$ cat config.mk
export PLATFORM = sky130hd
export DESIGN_NAME = mand_pixel_sink
export DESIGN_NICKNAME = d
export VERILOG_FILES = /design/src/rtl/mand_pixel_sink.sv
export SDC_FILE = /design/constraint.sdc
export NUM_CORES = 1
export LEC_CHECK = 0
export CORE_MARGIN = 3
export CORE_UTILIZATION = 35
export DETAILED_ROUTE_END_ITERATION = 12
export HOLD_SLACK_MARGIN = 0.05
export RECOVER_POWER = 50
export SLEW_MARGIN = 20
export SYNTH_ARGS = -nofsm -noshare
export SYNTH_HDL_FRONTEND = slang
export SYNTH_SLANG_ARGS = --single-unit
$ cat constraint.sdc
create_clock -name clk -period 6.3 [get_ports clk]
set_input_delay 1.575 -clock clk [delete_from_list [all_inputs] [get_ports clk]]
set_output_delay 1.575 -clock clk [all_outputs]
set_load 0.005 [all_outputs]
$ cat src/rtl/mand_pixel_sink.sv
// Avalon-MM write-only pixel sink: FWFT FIFO with linear framebuffer addressing on a valid/ready output.
// Optional build macro MAND_SINK_COLOR_EN maps iteration counts to RGB444 at push time.
module mand_pixel_sink #(
  parameter int WIDTH    = 32,
  parameter int PIX_W    = 12,
  parameter int DEPTH    = 16,
  parameter int H_RES    = 640,
  parameter int V_RES    = 480,
  parameter int ADDR_W   = 19,
  parameter int MAX_ITER = 255
) (
  input  logic                     clk,
  input  logic                     rst,
  input  logic                     clear,
  input  logic                     avs_s0_write,
  input  logic [WIDTH-1:0]         avs_s0_writedata,
  output logic                     avs_s0_waitrequest,
  output logic                     fb_valid,
  input  logic                     fb_ready,
  output logic [ADDR_W-1:0]        fb_addr,
  output logic [PIX_W-1:0]         fb_data,
  output logic                     frame_done,
  output logic [$clog2(DEPTH):0]   fill
);

  localparam int PTR_W  = $clog2(DEPTH);
  localparam int FILL_W = PTR_W + 1;
  localparam logic [ADDR_W-1:0] LAST_IDX = ADDR_W'(H_RES * V_RES - 1);
  localparam logic [FILL_W-1:0] FULL_FILL = FILL_W'(DEPTH);
  localparam logic [7:0]        MAX8 = 8'(MAX_ITER);

  // Handshakes: a write is accepted on a rising edge where avs_s0_write & !avs_s0_waitrequest;
  // a pixel leaves on a rising edge where fb_valid & fb_ready. clear overrides both.
  logic [PIX_W-1:0]  mem [DEPTH];
  logic [PTR_W-1:0]  wr_ptr, rd_ptr;
  logic [FILL_W-1:0] fill_q, fill_next;
  logic              full_reg;
  logic [ADDR_W-1:0] pix_idx;
  logic              frame_done_q;
  logic              push, pop, idx_last;
  logic [PIX_W-1:0]  pix_in;
  logic              unused_bits;

  assign avs_s0_waitrequest = full_reg | clear;
  assign push     = avs_s0_write & ~avs_s0_waitrequest;
  assign fb_valid = (fill_q != '0);
  assign pop      = fb_valid & fb_ready & ~clear;
  assign idx_last = (pix_idx == LAST_IDX);
  assign unused_bits = ^avs_s0_writedata;

`ifdef MAND_SINK_COLOR_EN
  // Palette: points inside the set are black, others spread nibbles across R/G/B.
  always_comb begin
    pix_in = '0;
    if (avs_s0_writedata[7:0] != MAX8)
      pix_in = {avs_s0_writedata[3:0], avs_s0_writedata[7:4], ~avs_s0_writedata[3:0]};
  end
`else
  logic unused_iter;
  assign unused_iter = (avs_s0_writedata[7:0] == MAX8);
  assign pix_in      = avs_s0_writedata[PIX_W-1:0];
`endif

  always_comb begin
    fill_next = fill_q;
    case ({push, pop})
      2'b10:   fill_next = fill_q + FILL_W'(1);
      2'b01:   fill_next = fill_q - FILL_W'(1);
      default: fill_next = fill_q;
    endcase
  end

  always_ff @(posedge clk or negedge rst) begin
    if (!rst) begin
      wr_ptr       <= '0;
      rd_ptr       <= '0;
      fill_q       <= '0;
      full_reg     <= 1'b0;
      pix_idx      <= '0;
      frame_done_q <= 1'b0;
    end else if (clear) begin
      wr_ptr       <= '0;
      rd_ptr       <= '0;
      fill_q       <= '0;
      full_reg     <= 1'b0;
      pix_idx      <= '0;
      frame_done_q <= 1'b0;
    end else begin
      if (push) wr_ptr <= wr_ptr + PTR_W'(1);
      if (pop) begin
        rd_ptr  <= rd_ptr + PTR_W'(1);
        pix_idx <= idx_last ? '0 : pix_idx + ADDR_W'(1);
      end
      fill_q       <= fill_next;
      // Registered full keeps waitrequest free of any path from avs_s0_write.
      full_reg     <= (fill_next == FULL_FILL);
      frame_done_q <= pop & idx_last;
    end
  end

  always_ff @(posedge clk) begin
    if (push) mem[wr_ptr] <= pix_in;
  end

  assign fb_data    = mem[rd_ptr];
  assign fb_addr    = pix_idx;
  assign frame_done = frame_done_q;
  assign fill       = fill_q;

endmodule

-- Word-level counts from Yosys, hierarchy flattened
Memories as Yosys holds them, arrays and structs flattened.
Index checks and enable logic that the tools add are counted.
- $add $sub $neg: 5
- equality and inequality tests: 4
- mux-type cells: 13
- bitwise operators: 7
- reductions and logical operators: 3
- operator list (kind ; count):
    $mux 19 ; 3
    $add 19x1->19 const B ; 1
    $eq 19x19->1 const B ; 1
    $mux 4 ; 4
    $pmux 5 s2 ; 1
    $add 4x1->4 const B ; 2
    $add 5x1->5 const B ; 1
    $eq 5x5->1 const B ; 1
    $mux 5 ; 1
    $reduce_bool 5->1 ; 1
    $sub 5x1->5 const B ; 1
    $and 1x1->1 ; 4
    $mux 1 ; 4
    $reduce_bool 2->1 ; 2
    $eq 2x1->1 const B ; 1
    $eq 2x2->1 const B ; 1
    $not 1->1 ; 2
    $or 1x1->1 ; 1
- bits in registers: 34
- memory bits (writable): 192
- input bits: 37
- output and inout bits: 39
- logic and storage cells: 39
- memories kept: 1
- memories (name ; depth ; width ; read ports ; clocked after memory_dff ; wr ports ; RTL line ; RTL):
    mem ; 16 ; 12 ; 1 ; 0 ; 1 ; 34 ; logic [PIX_W-1:0] mem [DEPTH];

-- Logic depth before layout (Yosys ltp)
Gate-level depths: netlist (run 1).
- depth in word-level cells: 7
- gate-level depth with buffers: 12
- depth with buffers taken out: 11

-- Least setup slack after synthesis (run 1)
OpenSTA, ideal clock, no wires.
- kind: input to register
- from: in clear
- to: reg full_reg
- library setup time: 0.066 ns
- arrival: 4.047 ns
- required time: 6.234 ns
- setup slack: 2.187 ns
- stages on the path: 11
- buffers on the path: 3
- path through: clkbuf_1 > buf_6 > clkbuf_1 > nor2_1 > ha_1 > ha_1 > nor2b_1 > o21a_1 > or4_1 > a31oi_1 > and3_1
- longest elaborated chain between the ends: 7
- elaborated cells between the ends (all ways): 10
- classes of those cells: eq/ne: 3; mux: 2; bitwise: 5
- ends and longest elaborated chain (element ; RTL line ; RTL):
    from (decl) ; 14 ; input logic clear,
    $or 1x1->1 ; 44 ; assign avs_s0_waitrequest = full_reg | clear;
    $not 1->1 ; 45 ; assign push = avs_s0_write & ~avs_s0_waitrequest;
    $and 1x1->1 ; 45 ;
    $eq 2x1->1 / $eq 2x2->1 (equally long branches) ; 66 ; case ({push, pop})
    $pmux 5 s2 ; 66 ;
    $eq 5x5->1 ; 96 ; full_reg <= (fill_next == FULL_FILL);
    $mux 1 (*) ; 81 ; end else if (clear) begin
    to (signal assigned) ; 96 ;
    to (decl) ; 37 ; logic full_reg;
Mark *: on every way between the ends. The rest lies on a longest branch, timed or not.
A chain may end at the register's enable or synchronous reset.

-- Final worst setup path (run 1)
- from: reg rd_ptr[1]
- to: out fb_data[1]
- longest elaborated chain between the ends: 1
- ends and longest elaborated chain (element ; RTL line ; RTL):
    from (decl) ; 35 ; logic [PTR_W-1:0] wr_ptr, rd_ptr;
    from (signal assigned) ; 91 ; rd_ptr <= rd_ptr + PTR_W'(1);
    $mem_v2 16x12 ; -- ;
    to (decl) ; 21 ; output logic [PIX_W-1:0] fb_data,
Every way passes these cells.

==> results of run 1 <==
report_power, final:
| part | switching, W | internal, W | total [W] |
|---|---|---|---|
| Combinational | 0.000129 | 0.000176 | 0.000305 |
| Clock | 0.000558 | 0.000745 | 0.00130 |
| Sequential | 0.0000457 | 0.00164 | 0.00169 |
Yosys cell counts, types with 2 or more instances:
cell / count
nor2_1: 37
edfxtp_1: 192
xnor2_1: 4
or3_1: 2
dfrtp_1: 34
buf_6: 2
inv_1: 10
and2_2: 2
a22oi_1: 2
a31oi_1: 4
a21oi_1: 9
xor2_1: 11
clkbuf_1: 10
nor3_1: 9
clkbuf_8: 2
buf_1: 3
nand4_1: 11
and3_1: 3
mux2i_1: 2
buf_2: 6
and2_1: 18
mux4_2: 60
nor2b_1: 3
nand3_1: 12
ha_1: 10
o21ai_0: 4
o31ai_1: 3
nand2_1: 22
routing by layer:
metal,global-route usage,routed length (um),vias up
met5,0,0,-
met4,0.0295,329,0
met3,0.0242,980,28
met2,0.242,10300,151
met1,0.191,8390,2576
li1,-,-,2156
how the worst max path moves through the flow:
stage / start / endpoint / slack [ns] / cells past startpoint
2_1_floorplan: clear / full_reg / 2.19 / 11
3_5_place_dp: clear / full_reg / 1.52 / 12
5_1_grt: rd_ptr[1] / fb_data[1] / 1.34 / 4
4_1_cts: rd_ptr[0] / fb_data[2] / 1.38 / 3
6_report: rd_ptr[1] / fb_data[1] / 1.49 / 4
3_3_place_gp: clear / avs_s0_waitrequest / 1.63 / 5
per-stage QoR:
step           power [W]  hold slack [ns]  setup slack (ns)
2_1_floorplan    0.00191            0.511              2.19
3_3_place_gp     0.00202            0.550              1.63
3_5_place_dp     0.00203            0.548              1.52
4_1_cts          0.00333            0.576              1.38
5_1_grt          0.00342            0.594              1.34
6_report         0.00330            0.572              1.49
kinds of logic (layout without fill, tap and decap cells):
kind of cell	count (synthesis)	in the layout	share of synthesized area
simple gates	126	126	0.0679
buf+inv	33	113	0.0179
flops	226	226	0.710
xor+xnor	15	15	0.0141
compound gates	35	35	0.0262
other cells	0	1	0
mux	63	63	0.148
fa+ha+maj	11	11	0.0156
worst max-delay path: cells and delay by family (launching register included):
family / cells / cell delay, ns
flip-flops: 1 / 0.98
buffers and inverters: 2 / 0.87
multiplexers: 2 / 0.86
final cells by class:
type / count / area, um2 / area share
Timing Repair Buffer: 60 / 593 / 0.0543
Multi-Input combinational cell: 250 / 2520 / 0.231
Antenna cell: 1 / 2.50 / 0.000229
Clock buffer: 30 / 623 / 0.0570
Tap cell: 335 / 419 / 0.0384
Inverter: 10 / 37.5 / 0.00343
Clock inverter: 13 / 106 / 0.00973
Sequential cell: 226 / 6620 / 0.606
cell usage in the layout, fill, tap and decap left out, drive strengths merged, types with 2 or more instances in the layout:
master / n
a21oi: 9
a22oi: 2
a311oi: 2
a31oi: 4
and2: 20
and3: 4
buf: 3
clkbuf: 32
clkdlybuf4s50: 40
clkinv: 10
clkinvlp: 2
dfrtp: 34
dlygate4sd3: 15
edfxtp: 192
ha: 10
inv: 10
mux2i: 2
mux4: 60
nand2: 22
nand3: 12
nand4: 11
nor2: 37
nor2b: 3
nor3: 9
o21ai: 5
o31ai: 3
or3: 2
xnor2: 4
xor2: 11
==> flow_metrics.py, run 1 <==
metrics = {
    "outcome": {
        "outcome": "finished with violations",
        "violations": "max-capacitance violations, max-slew violations",
    },
    "global_routing": {
        "grt_max_degree": 52,
        "overflow": 0,
        "grt_pass1_wl_um": 31000,
        "grt_pass1_vias": 5289,
        "grt_usage": 0.141,
        "antenna_found_initial": 0,
    },
    "cts": {
        "cts-htree-levels": 1,
        "root_buffer": "clkbuf_16",
        "numCtsBuffers": 24,
        "post_cts_resized": 0,
        "clock_latency_ns": 0.52,
        "clockBufferDepth": 3,
        "cts_hold_buf": 0,
        "post_cts.repair.setup_buffers": 0,
        "clk_pin_slew_worst_paths_ns": 0.06,
        "tritoncts": "done",
        "clock_sinks": 226,
    },
    "synth": {
        "syn_nets": 557,
        "ys_types": 50,
        "yosys.area.top_type_share": 0.619,
        "synth_seq_cells": 226,
        "yosysWarnings": 0,
        "yosysTopAreaCell": "edfxtp_1",
        "yosys_most_used_dff": "edfxtp_1",
        "synth_area_leaders": "edfxtp_1 (62%), mux4_2 (15%), dfrtp_1 (9.1%)",
        "avgSynthCellArea_um2": 18.3,
        "synth_edf_count": 192,
        "syn_area_um2": 9320,
        "ys_async_sr_fraction": 0.150,
        "syn_inst": 509,
        "seq_area_frac_synth": 0.710,
    },
    "timing": {
        "rsz0062_at_grt": "false",
        "setup_violations": 0,
        "hold_viol_final": 0,
        "finalClockSkew_ns": 0.0167,
        "period_share": 0.764,
        "drv_slew": 35,
        "fin_setup_tns_ns": 0,
        "fmax_mhz": 208,
        "tightest_slew_ns": 1.93,
        "slew_headroom": -0.284,
        "layout_min_cycle_time_ns": 4.81,
    },
    "cells_and_area": {
        "syn2layout_area_growth_pct": 17.3,
        "largest_reg_flops": 192,
        "final_util": 0.418,
        "top_register": "mem",
        "finalInstanceArea_um2": 10900,
        "fin_nets": 620,
        "fillers": 2348,
        "layoutNonFillerInstCount": 925,
        "drive_gt1_frac": 0.180,
    },
    "detailed_routing": {
        "drt_iter0_markers": 357,
        "viasPerCell": 5.31,
        "wirelength_um": 20000,
        "wl_per_cell_um": 21.6,
        "dr.pass1.iters": 4,
        "antenna_left": 0,
        "drc": 0,
        "vias": 4911,
    },
    "pwr": {
        "power.density_nw_per_um2": 302,
        "ir_worst_vdd_v": 0.000209,
        "leakage_nw": 3.53,
    },
    "min_path": {
        "worstHoldPathCells": 1,
        "hold_start": "fb_addr[14]",
        "whs_endpoint": "fb_addr[14]",
        "hold_class": "reg -> reg",
    },
    "worst_setup_path": {
        "crit_path_end_kind": "output port",
        "reg2reg_to": "full_reg",
        "rr_worst_depth": 10,
        "slowest_stage": "dfrtp_2",
        "crit_path_start_kind": "register",
        "rrSetupSlack_ns": 2.95,
        "slowest_delay_ns": 0.98,
        "cp_common_cell": "mux4_2",
        "cp.arrival_ns": 3.24,
        "reg2reg_from": "fill[0]",
        "path_cells": "buf_4 > mux4_2 > mux4_2 > clkdlybuf4s50_1",
        "criticalPathCategory": "reg -> out",
        "path_max_fanout": 37,
        "crit_required_ns": 4.72,
    },
    "placement": {
        "dp_hpwl_um": 11200,
        "place_inst": 880,
        "postPlaceCellArea_um2": 10200,
        "place.gp.congestion": 0.797,
        "io_buffers": 55,
    },
    "floorplan": {
        "ios": 76,
        "die_h_um": 169,
        "fp.dieArea_um2": 28600,
        "fp-row-count": 59,
        "start_util": 0.357,
        "dieWidth_um": 169,
        "core_um2": 26100,
    },
    "run": {
        "maxCapViolCount": 1,
    },
}
Power figures use the tool's default switching activity.
==> run 2: changes to the inputs <==
==> constraint.sdc (replaced) <==
create_clock -name clk -period 4.4 [get_ports clk]
set_input_delay 1.1 -clock clk [delete_from_list [all_inputs] [get_ports clk]]
set_output_delay 1.1 -clock clk [all_outputs]
set_load 0.005 [all_outputs]
==> run 2 against run 1 <==
Against the previous run:
- the run now ends clean
- register-to-register slack worse by 1.7 ns
- critical path depth stayed put
- sequential share of layout area is 0.56 points lower
- global-route usage is 0.23 points lower
- core utilization is 0.38 points higher
- non-clock buffer count is 8 higher
- clock skew is 0.0026 ns lower
- sequential power is 43% higher
- sequential cell count stayed put
- worst hold slack hardly changed
- power is 46% higher
- critical endpoint unchanged
- largest power group unchanged
- highest routed layer unchanged
==> flow_metrics.py, run 2 (synthesis results as in run 1) <==
metrics = {
    "cells_and_area": {
        "largest_reg_flops": 192,
        "layout.cells.most_common": "edfxtp_1",
        "layoutNonFillerInstCount": 930,
        "drive_gt1_frac": 0.193,
        "top_register": "mem",
        "mostFrequentLayoutCells": "edfxtp_1 (192), mux4_2 (60), clkdlybuf4s50_1 (40)",
        "fin_nets": 627,
        "syn2layout_area_growth_pct": 18.4,
        "antenna_cells": 0,
        "fillers": 2319,
    },
    "floorplan": {
        "fp-row-count": 59,
        "fp.dieArea_um2": 28600,
        "dieWidth_um": 169,
        "ios": 76,
        "core_um2": 26100,
        "start_util": 0.357,
        "die_h_um": 169,
    },
    "global_routing": {
        "grt_max_degree": 35,
        "grt_usage": 0.139,
        "overflow": 0,
        "grt_pass1_wl_um": 30700,
        "antenna_found_initial": 0,
        "grt_pass1_vias": 5290,
    },
    "placement": {
        "place.gp.congestion": 0.824,
        "place_ws_ns": 0.391,
        "place_inst": 889,
        "dp_hpwl_um": 11600,
        "io_buffers": 55,
    },
    "worst_setup_path": {
        "crit_path_start_kind": "register",
        "crit_start": "rd_ptr[0]",
        "crit_path_end_kind": "output port",
        "crit_required_ns": 3.30,
        "criticalPathCategory": "reg -> out",
        "path_max_fanout": 21,
        "cp.arrival_ns": 3.02,
        "reg2reg_from": "fill[0]",
    },
    "pwr": {
        "share_seq_of_total_power": 0.500,
        "ir_worst_vdd_v": 0.000203,
        "clkPwrFrac": 0.404,
        "switching_share": 0.219,
        "fin_total_pwr_w": 0.00481,
        "power_frac_comb": 0.096,
        "leakage_nw": 3.58,
        "p_int_w": 0.00376,
        "switchingPower_w": 0.00105,
        "power.density_nw_per_um2": 437,
    },
    "timing": {
        "slew_headroom": 0.202,
        "rsz0062_at_grt": "false",
        "finalClockSkew_ns": 0.0140,
        "hold_viol_final": 0,
        "period_share": 0.936,
        "setup_violations": 0,
        "tightest_slew_ns": 1.20,
        "layout_min_cycle_time_ns": 4.12,
        "whs_ns": 0.573,
        "fin_ws_ns": 0.280,
        "drv_slew": 0,
        "fin_setup_tns_ns": 0,
        "fmax_mhz": 243,
    },
    "cts": {
        "tritoncts": "done",
        "root_buffer": "clkbuf_16",
        "cts_hold_buf": 0,
        "cts-htree-levels": 1,
        "clk_pin_slew_worst_paths_ns": 0.06,
        "clockBufferDepth": 3,
        "numCtsBuffers": 23,
        "clock_latency_ns": 0.51,
        "clock_sinks": 226,
        "post_cts_resized": 0,
        "post_cts.repair.setup_buffers": 0,
    },
    "detailed_routing": {
        "drc": 0,
        "wl_per_cell_um": 20.9,
        "vias": 4924,
        "wirelength_um": 19500,
        "dr.pass1.iters": 6,
        "drt_iter0_markers": 402,
        "antenna_left": 0,
        "viasPerCell": 5.29,
    },
    "min_path": {
        "hold_class": "reg -> reg",
        "hold_start": "fb_addr[14]",
    },
    "outcome": {
        "outcome": "finished, final reports clean",
    },
    "run": {
        "maxCapViolCount": 0,
    },
}
-- run 2: cell count changes in the layout (fill, tap and decap cells not counted), sizes merged --
cell	before	now
inv	10	11
diode	1	0
dlygate4sd3	15	14
bufinv	1	3
clkbuf	32	29
clkinv	10	9
buf	3	10
clkinvlp	2	3
-- run 2: metrics by stage --
step	cell area, um2	utilization
final	11000	0.422
after global routing	11000	0.422
after CTS	11100	0.423
after detailed placement	10300	0.394
after global placement	10300	0.394
after floorplan	9320	-
-- run 2: final cells by class --
cell class	count	area (um2)	share of cell area
tap	335	419	0.0380
timing repair buffer	68	668	0.0606
clock inverter	16	175	0.0159
sequential	226	6620	0.600
multi-input combinational	250	2520	0.229
inverter	10	37.5	0.00340
clock buffer	25	583	0.0529
-- run 2: power groups by stage --
stage / logic, W / registers (W) / clock network (W)
after floorplan: 0.000312 / 0.00242 / 0
after detailed placement: 0.000478 / 0.00245 / 0
final: 0.000464 / 0.00241 / 0.00194
after global routing: 0.000508 / 0.00241 / 0.00208
after CTS: 0.000481 / 0.00241 / 0.00199
after global placement: 0.000466 / 0.00245 / 0
-- run 2: path summary, 6_finish.rpt --
| check | end | slack [ns] | cells after the start |
|---|---|---|---|
| worst max-delay path | fb_data[1] | 0.28 | 4 |
| min in group asynchronous | fb_addr[17] | 0.83 | 1 |
| worst max register to register | full_reg | 1.26 | 11 |
| worst min-delay path | fb_addr[14] | 0.57 | 1 |
| max in group asynchronous | rd_ptr[0] | 2.59 | 2 |
| worst min register to register | fb_addr[14] | 0.57 | 1 |
-- run 2: layer usage --
layer	wire (um)	global-route usage	vias up
met4	329	0.0281	0
met5	0	0	-
met1	8330	0.187	2588
met3	871	0.0240	27
met2	9920	0.239	137
li1	-	-	2172
-- run 2: critical path, cell delays in order, from the launching register on --
cell and delay, ns:
dfrtp_4 0.72, buf_12 0.25, mux4_2 0.53, mux4_2 0.54, clkdlybuf4s50_1 0.47
